File: src/rtl/pipe_flow_ctrl_pkg.sv
// Shared MIPS decode constants and the fetch/decode flow-controller state encoding.
// Imported by the flow controller, its hazard detector and any reuse site.
package mips_pkg;

  localparam logic [5:0]  OP_LW    = 6'h23;
  localparam logic [5:0]  OP_J     = 6'h02;
  localparam logic [5:0]  OP_JAL   = 6'h03;
  localparam logic [5:0]  OP_BEQ   = 6'h04;
  localparam logic [5:0]  OP_BNE   = 6'h05;
  localparam logic [5:0]  FUNCT_JR = 6'h08;

  // add $zero,$zero,$zero: architecturally inert, used as the ID bubble
  localparam logic [31:0] NOP_WORD = 32'h0000_0020;

  typedef enum logic [1:0] {
    RUN      = 2'd0,
    LU_STALL = 2'd1,
    FLUSH    = 2'd2
  } flow_state_t;

  function automatic logic [5:0] opcode(input logic [31:0] w);
    return w[31:26];
  endfunction

endpackage

File: src/rtl/pipe_flow_ctrl_if.sv
// Fetch/decode flow-control bundle: EX/memory controls in, PC and IF/ID register out.
// master = flow controller, slave = surrounding pipeline / environment.
interface pipe_flow_ctrl_if #(
  parameter int CNT_W = 16
);
  logic [31:0]      if_instr;
  logic             ex_redirect;
  logic [31:0]      ex_target;
  logic             mem_stall;
  logic [31:0]      pc;
  logic [31:0]      id_instr;
  logic [31:0]      id_pc4;
  logic             id_valid;
  logic [CNT_W-1:0] bubble_cnt;
  logic [1:0]       state;

  modport master (
    input  if_instr, ex_redirect, ex_target, mem_stall,
    output pc, id_instr, id_pc4, id_valid, bubble_cnt, state
  );

  modport slave (
    output if_instr, ex_redirect, ex_target, mem_stall,
    input  pc, id_instr, id_pc4, id_valid, bubble_cnt, state
  );
endinterface

File: src/rtl/pipe_flow_ctrl_hazard_detect.sv
// Load-use detector: flags an lw in ID whose rt is read by the instruction being fetched.
// Latency: combinational; backpressure: none, the result feeds the stall decision directly.
module hazard_detect
  import mips_pkg::*;
(
  input  logic [31:0] id_instr,
  input  logic        id_valid,
  input  logic [31:0] if_instr,
  output logic        lu
);

  logic [4:0] id_rt;
  logic [4:0] if_rs;
  logic [4:0] if_rt;
  logic       unused_fields;

  assign id_rt = id_instr[20:16];
  assign if_rs = if_instr[25:21];
  assign if_rt = if_instr[20:16];

  // rs and rt are both compared whatever the format of the fetched word
  assign lu = id_valid && (opcode(id_instr) == OP_LW) && (id_rt != 5'd0) &&
              ((id_rt == if_rs) || (id_rt == if_rt));

  assign unused_fields = ^{id_instr[25:21], id_instr[15:0], if_instr[31:26], if_instr[15:0]};

endmodule

File: src/rtl/pipe_flow_ctrl.sv
// PC + IF/ID register sequencer for load-use stalls, ID jumps and EX redirects.
// Latency: 1 cycle per decision, one bubble per hazard; backpressure: mem_stall freezes all state.
module pipe_flow_ctrl
  import mips_pkg::*;
#(
  parameter logic [31:0] RESET_PC = 32'h0000_0000,
  parameter logic [31:0] NOP_WORD = mips_pkg::NOP_WORD,
  parameter int          CNT_W    = 16
) (
  input  logic             clk,
  input  logic             rst_n,
  pipe_flow_ctrl_if.master bus
);

  logic [31:0]      pc_q;
  logic [31:0]      id_instr_q;
  logic [31:0]      id_pc4_q;
  logic             id_valid_q;
  logic [CNT_W-1:0] cnt_q;
  flow_state_t      state_q;

  logic             lu;
  logic             is_jump;
  logic [31:0]      pc_plus4;
  logic [31:0]      jump_target;
  logic [CNT_W-1:0] cnt_sat;

  hazard_detect u_hazard_detect (
    .id_instr (id_instr_q),
    .id_valid (id_valid_q),
    .if_instr (bus.if_instr),
    .lu       (lu)
  );

  assign is_jump     = id_valid_q &&
                       ((opcode(id_instr_q) == OP_J) || (opcode(id_instr_q) == OP_JAL));
  assign pc_plus4    = pc_q + 32'd4;
  assign jump_target = {id_pc4_q[31:28], id_instr_q[25:0], 2'b00};
  assign cnt_sat     = (cnt_q == {CNT_W{1'b1}}) ? cnt_q : cnt_q + 1'b1;

  // id_pc4 is left untouched on bubbles; consumers qualify it with id_valid
  always_ff @(posedge clk or negedge rst_n) begin
    if (!rst_n) begin
      pc_q       <= RESET_PC;
      id_instr_q <= NOP_WORD;
      id_pc4_q   <= 32'd0;
      id_valid_q <= 1'b0;
      cnt_q      <= '0;
      state_q    <= RUN;
    end else if (!bus.mem_stall) begin
      if (bus.ex_redirect) begin
        pc_q       <= bus.ex_target;
        id_instr_q <= NOP_WORD;
        id_valid_q <= 1'b0;
        cnt_q      <= cnt_sat;
        state_q    <= FLUSH;
      end else if (lu) begin
        id_instr_q <= NOP_WORD;
        id_valid_q <= 1'b0;
        cnt_q      <= cnt_sat;
        state_q    <= LU_STALL;
      end else if (is_jump) begin
        pc_q       <= jump_target;
        id_instr_q <= NOP_WORD;
        id_valid_q <= 1'b0;
        cnt_q      <= cnt_sat;
        state_q    <= FLUSH;
      end else begin
        pc_q       <= pc_plus4;
        id_instr_q <= bus.if_instr;
        id_pc4_q   <= pc_plus4;
        id_valid_q <= 1'b1;
        state_q    <= RUN;
      end
    end
  end

  assign bus.pc         = pc_q;
  assign bus.id_instr   = id_instr_q;
  assign bus.id_pc4     = id_pc4_q;
  assign bus.id_valid   = id_valid_q;
  assign bus.bubble_cnt = cnt_q;
  assign bus.state      = state_q;

endmodule

File: src/flat_wrapper.sv
// flat-port wrapper written by rule: the top's interface ports become plain ports
module pipe_flow_ctrl_flat import mips_pkg::*;
#(
  parameter logic [31:0] RESET_PC = 32'h0000_0000,
  parameter logic [31:0] NOP_WORD = mips_pkg::NOP_WORD,
  parameter int          CNT_W    = 16
)
  (clk, rst_n, bus_if_instr, bus_ex_redirect, bus_ex_target, bus_mem_stall, bus_pc, bus_id_instr, bus_id_pc4, bus_id_valid, bus_bubble_cnt, bus_state);
  pipe_flow_ctrl_if #(.CNT_W(CNT_W)) bus_i ();
  input  logic clk;
  input  logic rst_n;
  input wire logic [$bits(bus_i.if_instr)-1:0] bus_if_instr;
  input wire logic [$bits(bus_i.ex_redirect)-1:0] bus_ex_redirect;
  input wire logic [$bits(bus_i.ex_target)-1:0] bus_ex_target;
  input wire logic [$bits(bus_i.mem_stall)-1:0] bus_mem_stall;
  output wire logic [$bits(bus_i.pc)-1:0] bus_pc;
  output wire logic [$bits(bus_i.id_instr)-1:0] bus_id_instr;
  output wire logic [$bits(bus_i.id_pc4)-1:0] bus_id_pc4;
  output wire logic [$bits(bus_i.id_valid)-1:0] bus_id_valid;
  output wire logic [$bits(bus_i.bubble_cnt)-1:0] bus_bubble_cnt;
  output wire logic [$bits(bus_i.state)-1:0] bus_state;
  assign bus_i.if_instr = bus_if_instr;
  assign bus_i.ex_redirect = bus_ex_redirect;
  assign bus_i.ex_target = bus_ex_target;
  assign bus_i.mem_stall = bus_mem_stall;
  assign bus_pc = bus_i.pc;
  assign bus_id_instr = bus_i.id_instr;
  assign bus_id_pc4 = bus_i.id_pc4;
  assign bus_id_valid = bus_i.id_valid;
  assign bus_bubble_cnt = bus_i.bubble_cnt;
  assign bus_state = bus_i.state;
  pipe_flow_ctrl #(.RESET_PC(RESET_PC), .NOP_WORD(NOP_WORD), .CNT_W(CNT_W)) u_core (.clk(clk), .rst_n(rst_n), .bus(bus_i));
endmodule
File: config.mk
export PLATFORM = sky130hd
export DESIGN_NAME = pipe_flow_ctrl_flat
export DESIGN_NICKNAME = d
export VERILOG_FILES = /design/src/rtl/pipe_flow_ctrl_pkg.sv /design/src/rtl/pipe_flow_ctrl_if.sv /design/src/rtl/pipe_flow_ctrl_hazard_detect.sv /design/src/rtl/pipe_flow_ctrl.sv /design/src/flat_wrapper.sv
export SDC_FILE = /design/constraint.sdc
export NUM_CORES = 1
export LEC_CHECK = 0
export ABC_AREA = 1
export BUFFER_PORTS_ARGS = -buffer_cell sky130_fd_sc_hd__buf_2
export CAP_MARGIN = 15
export CELL_PAD_IN_SITES_DETAIL_PLACEMENT = 0
export CELL_PAD_IN_SITES_GLOBAL_PLACEMENT = 1
export CORE_UTILIZATION = 31
export CTS_BUF_LIST = sky130_fd_sc_hd__clkbuf_8
export CTS_CLUSTER_SIZE = 24
export DETAILED_ROUTE_END_ITERATION = 12
export PLACE_DENSITY_LB_ADDON = 0.2
export SLEW_MARGIN = 40
export SYNTH_ARGS = -nofsm -noshare
export SYNTH_HDL_FRONTEND = slang
export SYNTH_SLANG_ARGS = --single-unit
File: constraint.sdc
create_clock -name clk -period 2.4 [get_ports clk]
set_clock_uncertainty 0.2 [all_clocks]
set_input_delay 0.72 -clock clk [delete_from_list [all_inputs] [get_ports clk]]
set_output_delay 0.72 -clock clk [all_outputs]
set_load 0.005 [all_outputs]
# Word-level counts from Yosys, hierarchy flattened
# Index checks and enable logic that the tools add are counted.
# op_classes
bitwise_logic	4
n_eq_ne	7
addsub	2
reduce_logical	11
muxes	16
# ops
op	n
32-bit two-way mux	6
16-bit two-way mux	4
32-bit by 3-bit adder with 32-bit output (second input constant)	1
16-bit by 1-bit adder with 16-bit output (second input constant)	1
16-bit == test (second input constant)	1
6-bit by 2-bit == test with 1-bit output (second input constant)	2
5-bit == test	2
6-bit == test (second input constant)	1
2-bit two-way mux	3
5-bit nonzero test	1
1-bit logical AND	4
1-bit NOT	4
2-bit AND reduction	2
4-bit AND reduction	1
1-bit two-way mux	3
3-bit nonzero test	1
1-bit logical OR	2
2-bit inequality test (second input constant)	1
# totals
ff_bits	115
word_cells	46
out_inout_bits	115
inputBits	68

# Logic depth before layout (Yosys ltp)
# Gate-level depths: netlist (run 1).
# logic_depth
ltp_word	6
ltp_mapped	13

# Cells and area by module
# A second synthesis (run 1) with hierarchy kept.
# unflattened
cells_unflattened	914
hier_area_um2	6577.6
# by_module_without_submodules
mod	cells_per_inst	area_each_um2	n_inst	seq_area_each_um2
pipe_flow_ctrl	865	6364.9	1	2879.0
hazard_detect	49	212.7	1	0.0

# Worst setup path before layout (run 1)
# OpenSTA, ideal clock, no wires.
# synth_path
path_kind	input-to-reg
startpoint	input bus_mem_stall
endpoint	register u_core.cnt_q[15], in the netlist u_core.bus.bubble_cnt[15]
required_ps	2083
arrival_ps	1724
slack_ps	359
path_stages	8
cell_sequence	inv_2 -> nand4_1 -> nor3_1 -> nand2_1 -> nor3_1 -> nand3_1 -> nand2_1 -> nand2_1
# synth_via
elab_chain_cells	2
# synth_rtl
item	line_no	source
start: declaration	flat_wrapper.sv:15	input wire logic [$bits(bus_i.mem_stall)-1:0] bus_mem_stall;
1-bit NOT (no source line)	n/a	
2-bit AND reduction (no source line)	n/a	
end signal: assignment	pipe_flow_ctrl.sv:55	cnt_q <= cnt_sat;
end signal: assignment	pipe_flow_ctrl.sv:60	cnt_q <= cnt_sat;
end signal: assignment	pipe_flow_ctrl.sv:66	cnt_q <= cnt_sat;
end: declaration	pipe_flow_ctrl.sv:19	logic [CNT_W-1:0] cnt_q;
# No other way between the ends.
# A chain may end at the register's enable or synchronous reset.

# Worst setup path after layout (run 1)
# layout_path
startpoint	register u_core.id_instr_q[28], in the netlist u_core.bus.id_instr[28]
endpoint	register u_core.cnt_q[7], in the netlist u_core.bus.bubble_cnt[7]
# layout_via
elab_chain_cells	6
# layout_rtl
item	line_no	source
start: declaration	pipe_flow_ctrl.sv:16	logic [31:0] id_instr_q;
start signal: assignment	pipe_flow_ctrl.sv:70	id_instr_q <= bus.if_instr;
6-bit == test	pipe_flow_ctrl_hazard_detect.sv:22	assign lu = id_valid && (opcode(id_instr) == OP_LW) && (id_rt != 5'd0) &&
1-bit logical AND (3 in a row)	pipe_flow_ctrl_hazard_detect.sv:22	
3-bit nonzero test (no source line) / 16-bit two-way mux (equally long branches)	n/a	
2-bit AND reduction (no source line) / 16-bit two-way mux (equally long branches)	n/a	
# Parallel ways exist; a longest one is shown, timed or not.

==> results of run 1 <==
[registers in the layout, indices dropped and copies added, names as in the netlist]
register               flops
u_core.bus.id_pc4         32
u_core.bus.state           2
u_core.bus.id_valid        1
u_core.bus.bubble_cnt     16
u_core.bus.pc             32
u_core.bus.id_instr       32
[per-layer routing]
metal / GRT usage, % / share of wire [%]
met4: 6.735 / 1.6
met1: 27.19 / 47
met2: 33.37 / 47
met3: 4.067 / 4.3
met5: 0 / 0.11
[worst max-delay path, delay by kind of cell (launching register included)]
family                 cells  cell delay, ps
and+or+nand+nor            7            1040
buffers and inverters      2             370
DFF                        1             390
[layout make-up]
type	instances	area [µm²]
repair buffers	215	1276
diodes	1	2.502
fillers	2316	12710
inverters	109	409.1
clock inverters	13	95.09
well taps	275	344.1
clock buffers	19	261.5
flip-flops and latches	115	2879
multi-input cells	652	3173
[path summary, 6_finish.rpt]
kind                       slack (ps)  cells after the start                              endpoint                           startpoint
max                               280                      9  u_core.bus.bubble_cnt[7]$_DFFE_PN0P_  u_core.bus.id_instr[28]$_DFFE_PN0N_
min                               280                      2     u_core.bus.id_pc4[15]$_DFFE_PN0P_    u_core.bus.id_pc4[15]$_DFFE_PN0P_
max reg2reg                       280                      9  u_core.bus.bubble_cnt[7]$_DFFE_PN0P_  u_core.bus.id_instr[28]$_DFFE_PN0N_
min reg2reg                       280                      2     u_core.bus.id_pc4[15]$_DFFE_PN0P_    u_core.bus.id_pc4[15]$_DFFE_PN0P_
max in group asynchronous         900                      3   u_core.bus.id_instr[16]$_DFFE_PN0N_                                rst_n
min in group asynchronous         540                      2   u_core.bus.id_instr[12]$_DFFE_PN0N_                                rst_n
[cell usage in the layout, fill, tap and decap left out, drive strengths merged, types with 11 or more instances in the layout]
cell type	count
nand2	347
buf	214
dfrtp	114
inv	111
o21ai	72
nor2	61
nand3	60
nand4	23
a21oi	19
clkbuf	19
o22ai	16
or2	13
xor2	11
[where the power goes]
part | internal, mW | switching [mW] | total (mW)
registers | 2.20 | 0.276 | 2.48
logic | 0.571 | 0.737 | 1.31
clock network | 0.850 | 0.841 | 1.69
total | 3.62 | 1.85 | 5.48
[repair_timing]
item	in CTS	in global routing
hold buffers	1	0
resized for setup	0	0
hold endpoints to repair	16	0
[metrics by stage]
step | area (µm²) | power (mW)
floorplan | 6723 | 3.172
CTS | 8438 | 5.558
global placement | 8071 | 3.838
detailed placement | 8071 | 3.844
finish | 8441 | 5.477
global route | 8441 | 5.842
[cells by family after synthesis]
logic type	count (synthesis)
compound gates	107
fa+ha+maj	2
flops	115
xor+xnor	16
buf+inv	149
simple gates	527
==> reports/summary.txt, run 1 <==
worst path arrival time - 2240 ps
drt wl/cell - 15.60 µm
synth cell count leaders - 340 x nand2_1, 114 x dfrtp_1, 101 x inv_1, 53 x nor2_1, 49 x nand3_1
worst slew pin tran - 416.4 ps
DRC violations left - 0
largest net degree at the start of global routing - 47
Hold Fails Final Rpt - 0
first-pass GRT wire length - 34.62 mm
ys flop type - dfrtp_1
Post-Route WL - 21.83 mm
Setup Fix Bufs, Post-CTS - 0
Async SR Flop Fraction - 100.0%
final design utilization - 39.90%
dpl cells - 1365
sequential fraction of the synthesis area - 42.83%
Max Cap Violations - 0
vias per std cell - 4.591
Synth top area share - 42.43%
drt initial violations - 206
CTS Sinks - 115
simple-gate share of the synthesized area - 34.71%
vias in the first global route - 6352
Max Slew Vio Count - 0
CP most frequent cell - nand2_1
layout cell share with drive strength beyond 1 - 27.96%
port bufs - 182
Std-Cell Rows - 53
CTS tree - built
gr ovfl total - 0
DIE WIDTH - 149.3 µm
Final TNS setup - 0 ps
compound-gate portion of the synthesized area - 10.03%
drt first pass iters - 4
pre-CTS setup slack - 175.6 ps
crit path cell chain - nor3_1 -> nand3_1 -> nand2_1 -> inv_1 -> nand2_2 -> buf_4 -> nand3_1 -> nand2_1 -> nand2_1
Netlist Area Pre-Place - 6723 µm²
I/O pins - 183
Post-DP HPWL - 16.48 mm
relative slew slack - 71.99%
worst hold path class - register to register
CTS Buffer Depth - 2
Synth area leader - dfrtp_1
synth warn - 0
setup ws final - 280.9 ps
post-route ant nets - 0
RSZ-0062 raised after global routing - no
status - finished clean
Setup violations, final - 0
Area growth syn-to-layout - 25.55%
Avg Cell Area, Syn - 7.339 µm²
Synth Area in Adders - 0.3722%
slowest stage cell, crit path - dfrtp_1
Root Driver - clkbuf_8
fmax - 0.4719 GHz
CP Launch Type - register
die area - 22280 µm²
CTS buffer count - 17
period utilization - 88.30%
mux share of post-synthesis cell area - 0%
min Tclk post-route - 2119 ps
DR vias - 6423
post-synthesis xor/xnor area fraction - 2.084%
clk_lat worst skew - 450 ps
largest stage delay on the critical path - 390 ps
starting density of the core - 31.78%
Final nets - 1180
Post-Syn Nets - 986
CORE AREA - 21150 µm²
gpl congestion - 0.8308
Power Density - 648.9 nW/µm²
Max VDD drop - 326.1 µV
synth unique cells - 34
Final Non-Filler Cells - 1399
synth top area cells - dfrtp_1 42%, nand2_1 19%, inv_1 5.6%
#FFs+latches synth - 115
initial antenna violation count - 3
largest fanout on the critical path - 20
H-Tree Depth - 4
Crit path required time - 2530 ps
most frequent cell after synthesis - nand2_1
largest family of logic cells by synthesized area - simple AND/OR/NAND/NOR gates
type of element capturing the critical path - register
Lkg Pwr - 4.551 nW
minimum hold slack - 284.6 ps
Post-Syn Instances - 916
GRT Overall Usage - 20.53%
Die Ht - 149.3 µm
Setup CP Type - register to register
clock-pin slew on the worst setup and hold paths - 70 ps
number of synthesized flops with an enable pin - 0
Power figures use the tool's default switching activity.
==> run 2, diff against run 1 <==
CORE_MARGIN = 5   (was default)
RECOVER_POWER = 100   (was default)
==> run 2 against run 1 <==
Sequential power barely moved; total power rose by 0.44%; maximum frequency fell by 4.1%; sequential share of layout area is 1.2 points higher; critical path depth is 1 higher; global-route usage shrank 2.4 points; worst hold slack lost 5.3 ps; routed wire length up 2.6%; core utilization decreased by 1.4 points; clock power is 7% higher; register-to-register slack worse by 90 ps; critical path type unchanged; critical endpoint is now u_core.bus.pc[16]$_DFFE_PN0P_; largest cell class unchanged; largest power group unchanged.
==> reports/summary.txt, run 2 (synthesized netlist as in run 1, its figures left out) <==
initial antenna violation count - 2 (was 3)
reg2reg end - u_core.bus.pc[16]$_DFFE_PN0P_ (was u_core.bus.bubble_cnt[7]$_DFFE_PN0P_)
min Tclk post-route - 2209 ps (was 2119 ps)
type of element capturing the critical path - register (unchanged)
dpl cell area - 8054 µm² (was 8071 µm²)
worst hold path class - register to register (unchanged)
Critical Path Start - u_core.bus.id_instr[17]$_DFFE_PN0N_ (was u_core.bus.id_instr[28]$_DFFE_PN0N_)
leading cell type in the layout, fill and taps excluded - nand2_1 (unchanged)
reg2reg path depth - 10 (was 9)
Area growth syn-to-layout - 21.38% (was 25.55%)
period utilization - 92.04% (was 88.30%)
Final Power - 5.501 mW (was 5.477 mW)
Root Driver - clkbuf_8 (unchanged)
relative slew slack - 55.46% (was 71.99%)
status - finished clean (unchanged)
Crit path required time - 2560 ps (was 2530 ps)
Worst Setup EP - u_core.bus.pc[16]$_DFFE_PN0P_ (was u_core.bus.bubble_cnt[7]$_DFFE_PN0P_)
CTS buffer count - 17 (unchanged)
layout cell share with drive strength beyond 1 - 18.95% (was 27.96%)
port bufs - 182 (unchanged)
clock-pin slew on the worst setup and hold paths - 70 ps (about the same)
I/O pins - 183 (unchanged)
CP Launch Type - register (unchanged)
vias per std cell - 4.578 (was 4.591)
Power Density - 674.2 nW/µm² (was 648.9 nW/µm²)
Lkg Pwr - 4.225 nW (was 4.551 nW)
final design utilization - 38.46% (was 39.90%)
reg2reg setup slack - 190 ps (was 280 ps)
DIE WIDTH - 157.3 µm (was 149.3 µm)
DR WL met2 - 10.68 mm (was 10.30 mm)
Reg-to-Reg Start - u_core.bus.id_instr[17]$_DFFE_PN0N_ (was u_core.bus.id_instr[28]$_DFFE_PN0N_)
Setup Fix Bufs, Post-CTS - 0 (unchanged)
drt first pass iters - 5 (was 4)
CORE AREA - 21220 µm² (was 21150 µm²)
DR top layer - met5 (unchanged)
CTS tree - built (unchanged)
Setup violations, final - 0 (unchanged)
Setup CP Type - register to register (unchanged)
first-pass GRT wire length - 34.91 mm (was 34.62 mm)
Final Non-Filler Cells - 1399 (unchanged)
clk_lat worst skew - 440 ps (was 450 ps)
Final TNS setup - 0 ps (unchanged)
H-Tree Depth - 4 (unchanged)
DR vias - 6405 (was 6423)
metal1 wirelength - 10.16 mm (was 10.22 mm)
number of diodes - 0 (was 1)
worst path arrival time - 2370 ps (was 2240 ps)
gpl congestion - 0.8822 (was 0.8308)
Max Cap Violations - 0 (unchanged)
commonest non-fill, non-tap cells in the layout - 343 x nand2_1, 114 x dfrtp_1, 108 x buf_2 (was 340 x nand2_1, 181 x buf_2, 114 x dfrtp_1)
GRT Overall Usage - 18.16% (was 20.53%)
Final nets - 1181 (was 1180)
Post-DP HPWL - 17.10 mm (was 16.48 mm)
Die Ht - 157.3 µm (was 149.3 µm)
Std-Cell Rows - 53 (unchanged)
starting density of the core - 31.68% (was 31.78%)
worst slew pin tran - 668.1 ps (was 416.4 ps)
vias in the first global route - 6346 (was 6352)
fmax - 0.4527 GHz (was 0.4719 GHz)
largest net degree at the start of global routing - 51 (was 47)
largest fanout on the critical path - 30 (was 20)
RSZ-0062 raised after global routing - no (unchanged)
final instance area - 8160 µm² (was 8441 µm²)
met3 wire length - 1.316 mm (was 937 µm)
post-route ant nets - 0 (unchanged)
Max VDD drop - 302.5 µV (was 326.1 µV)
drt wl/cell - 16.01 µm (was 15.60 µm)
die area - 24730 µm² (was 22280 µm²)
post_cts resized - 0 (unchanged)
gr ovfl total - 0 (unchanged)
CTS Buffer Depth - 2 (unchanged)
Post-Route WL - 22.40 mm (was 21.83 mm)
CTS Sinks - 115 (unchanged)
dpl cells - 1366 (was 1365)
Max Slew Vio Count - 0 (unchanged)
drt initial violations - 275 (was 206)
Hold Fails Final Rpt - 0 (unchanged)
DRC violations left - 0 (unchanged)
-- run 2: cell count changes in the layout (fill, tap and decap cells not counted), sizes merged --
cell,before,now
clkbuf,19,100
buf,214,135
clkinv,7,5
bufinv,1,2
clkinvlp,3,2
diode,1,0
inv,111,112
-- run 2: where the power goes --
part | total [mW] | internal [mW] | switching, mW
Sequential | 2.49 | 2.20 | 0.283
Clock | 1.81 | 0.988 | 0.826
Combinational | 1.20 | 0.487 | 0.714
Total | 5.50 | 3.68 | 1.82
-- run 2: worst min-delay path by stage --
stage / from / end / slack (ps) / cells past startpoint
3_5_place_dp: u_core.bus.id_pc4[19]$_DFFE_PN0P_ / u_core.bus.id_pc4[19]$_DFFE_PN0P_ / 260 / 2
6_report: u_core.bus.id_pc4[19]$_DFFE_PN0P_ / u_core.bus.id_pc4[19]$_DFFE_PN0P_ / 280 / 2
4_1_cts: bus_if_instr[5] / u_core.bus.id_instr[5]$_DFFE_PN1N_ / 270 / 3
5_1_grt: bus_ex_target[1] / u_core.bus.pc[1]$_DFFE_PN0P_ / 300 / 3
2_1_floorplan: rst_n / u_core.bus.bubble_cnt[0]$_DFFE_PN0P_ / 220 / 0
3_3_place_gp: u_core.bus.id_pc4[26]$_DFFE_PN0P_ / u_core.bus.id_pc4[26]$_DFFE_PN0P_ / 270 / 2
-- run 2: stage by stage --
step	worst slack (ps)	hold WS, ps
after floorplan	359.3	224.4
after global placement	188.6	266.1
after detailed placement	166.5	262.4
after CTS	219.3	274.8
after global routing	13.03	297.4
final	191.0	279.3
-- run 2: worst max-delay path, cell delays in order (launching register included) --
cell	delay, ps
dfrtp_1	530
xor2_1	180
nor2_1	60
nand3_1	100
nand2_2	60
nand2_1	200
nand2_4	50
nand2_1	140
buf_4	380
nand2_1	120
o21ai_1	100
-- run 2: repair_timing --
action | in CTS | in global routing
hold buffers | 1 | 0
setup endpoints to repair | 0 | 0
hold endpoints to repair | 22 | 0
-- run 2: metal layers --
layer	track usage [%]	vias up
li1	-	3279
met1	23.93	2943
met2	30.21	158
met3	4.317	21
met4	4.506	4
met5	0	-
-- run 2: area by class of cell --
cell class | instances | area (µm²)
inverter | 109 | 409.1
sequential | 115 | 2879
clock buffer | 20 | 275.3
tap | 275 | 344.1
fill | 2402 | 13060
timing repair buffer | 216 | 1102
multi-input combinational | 652 | 3035
clock inverter | 12 | 115.1
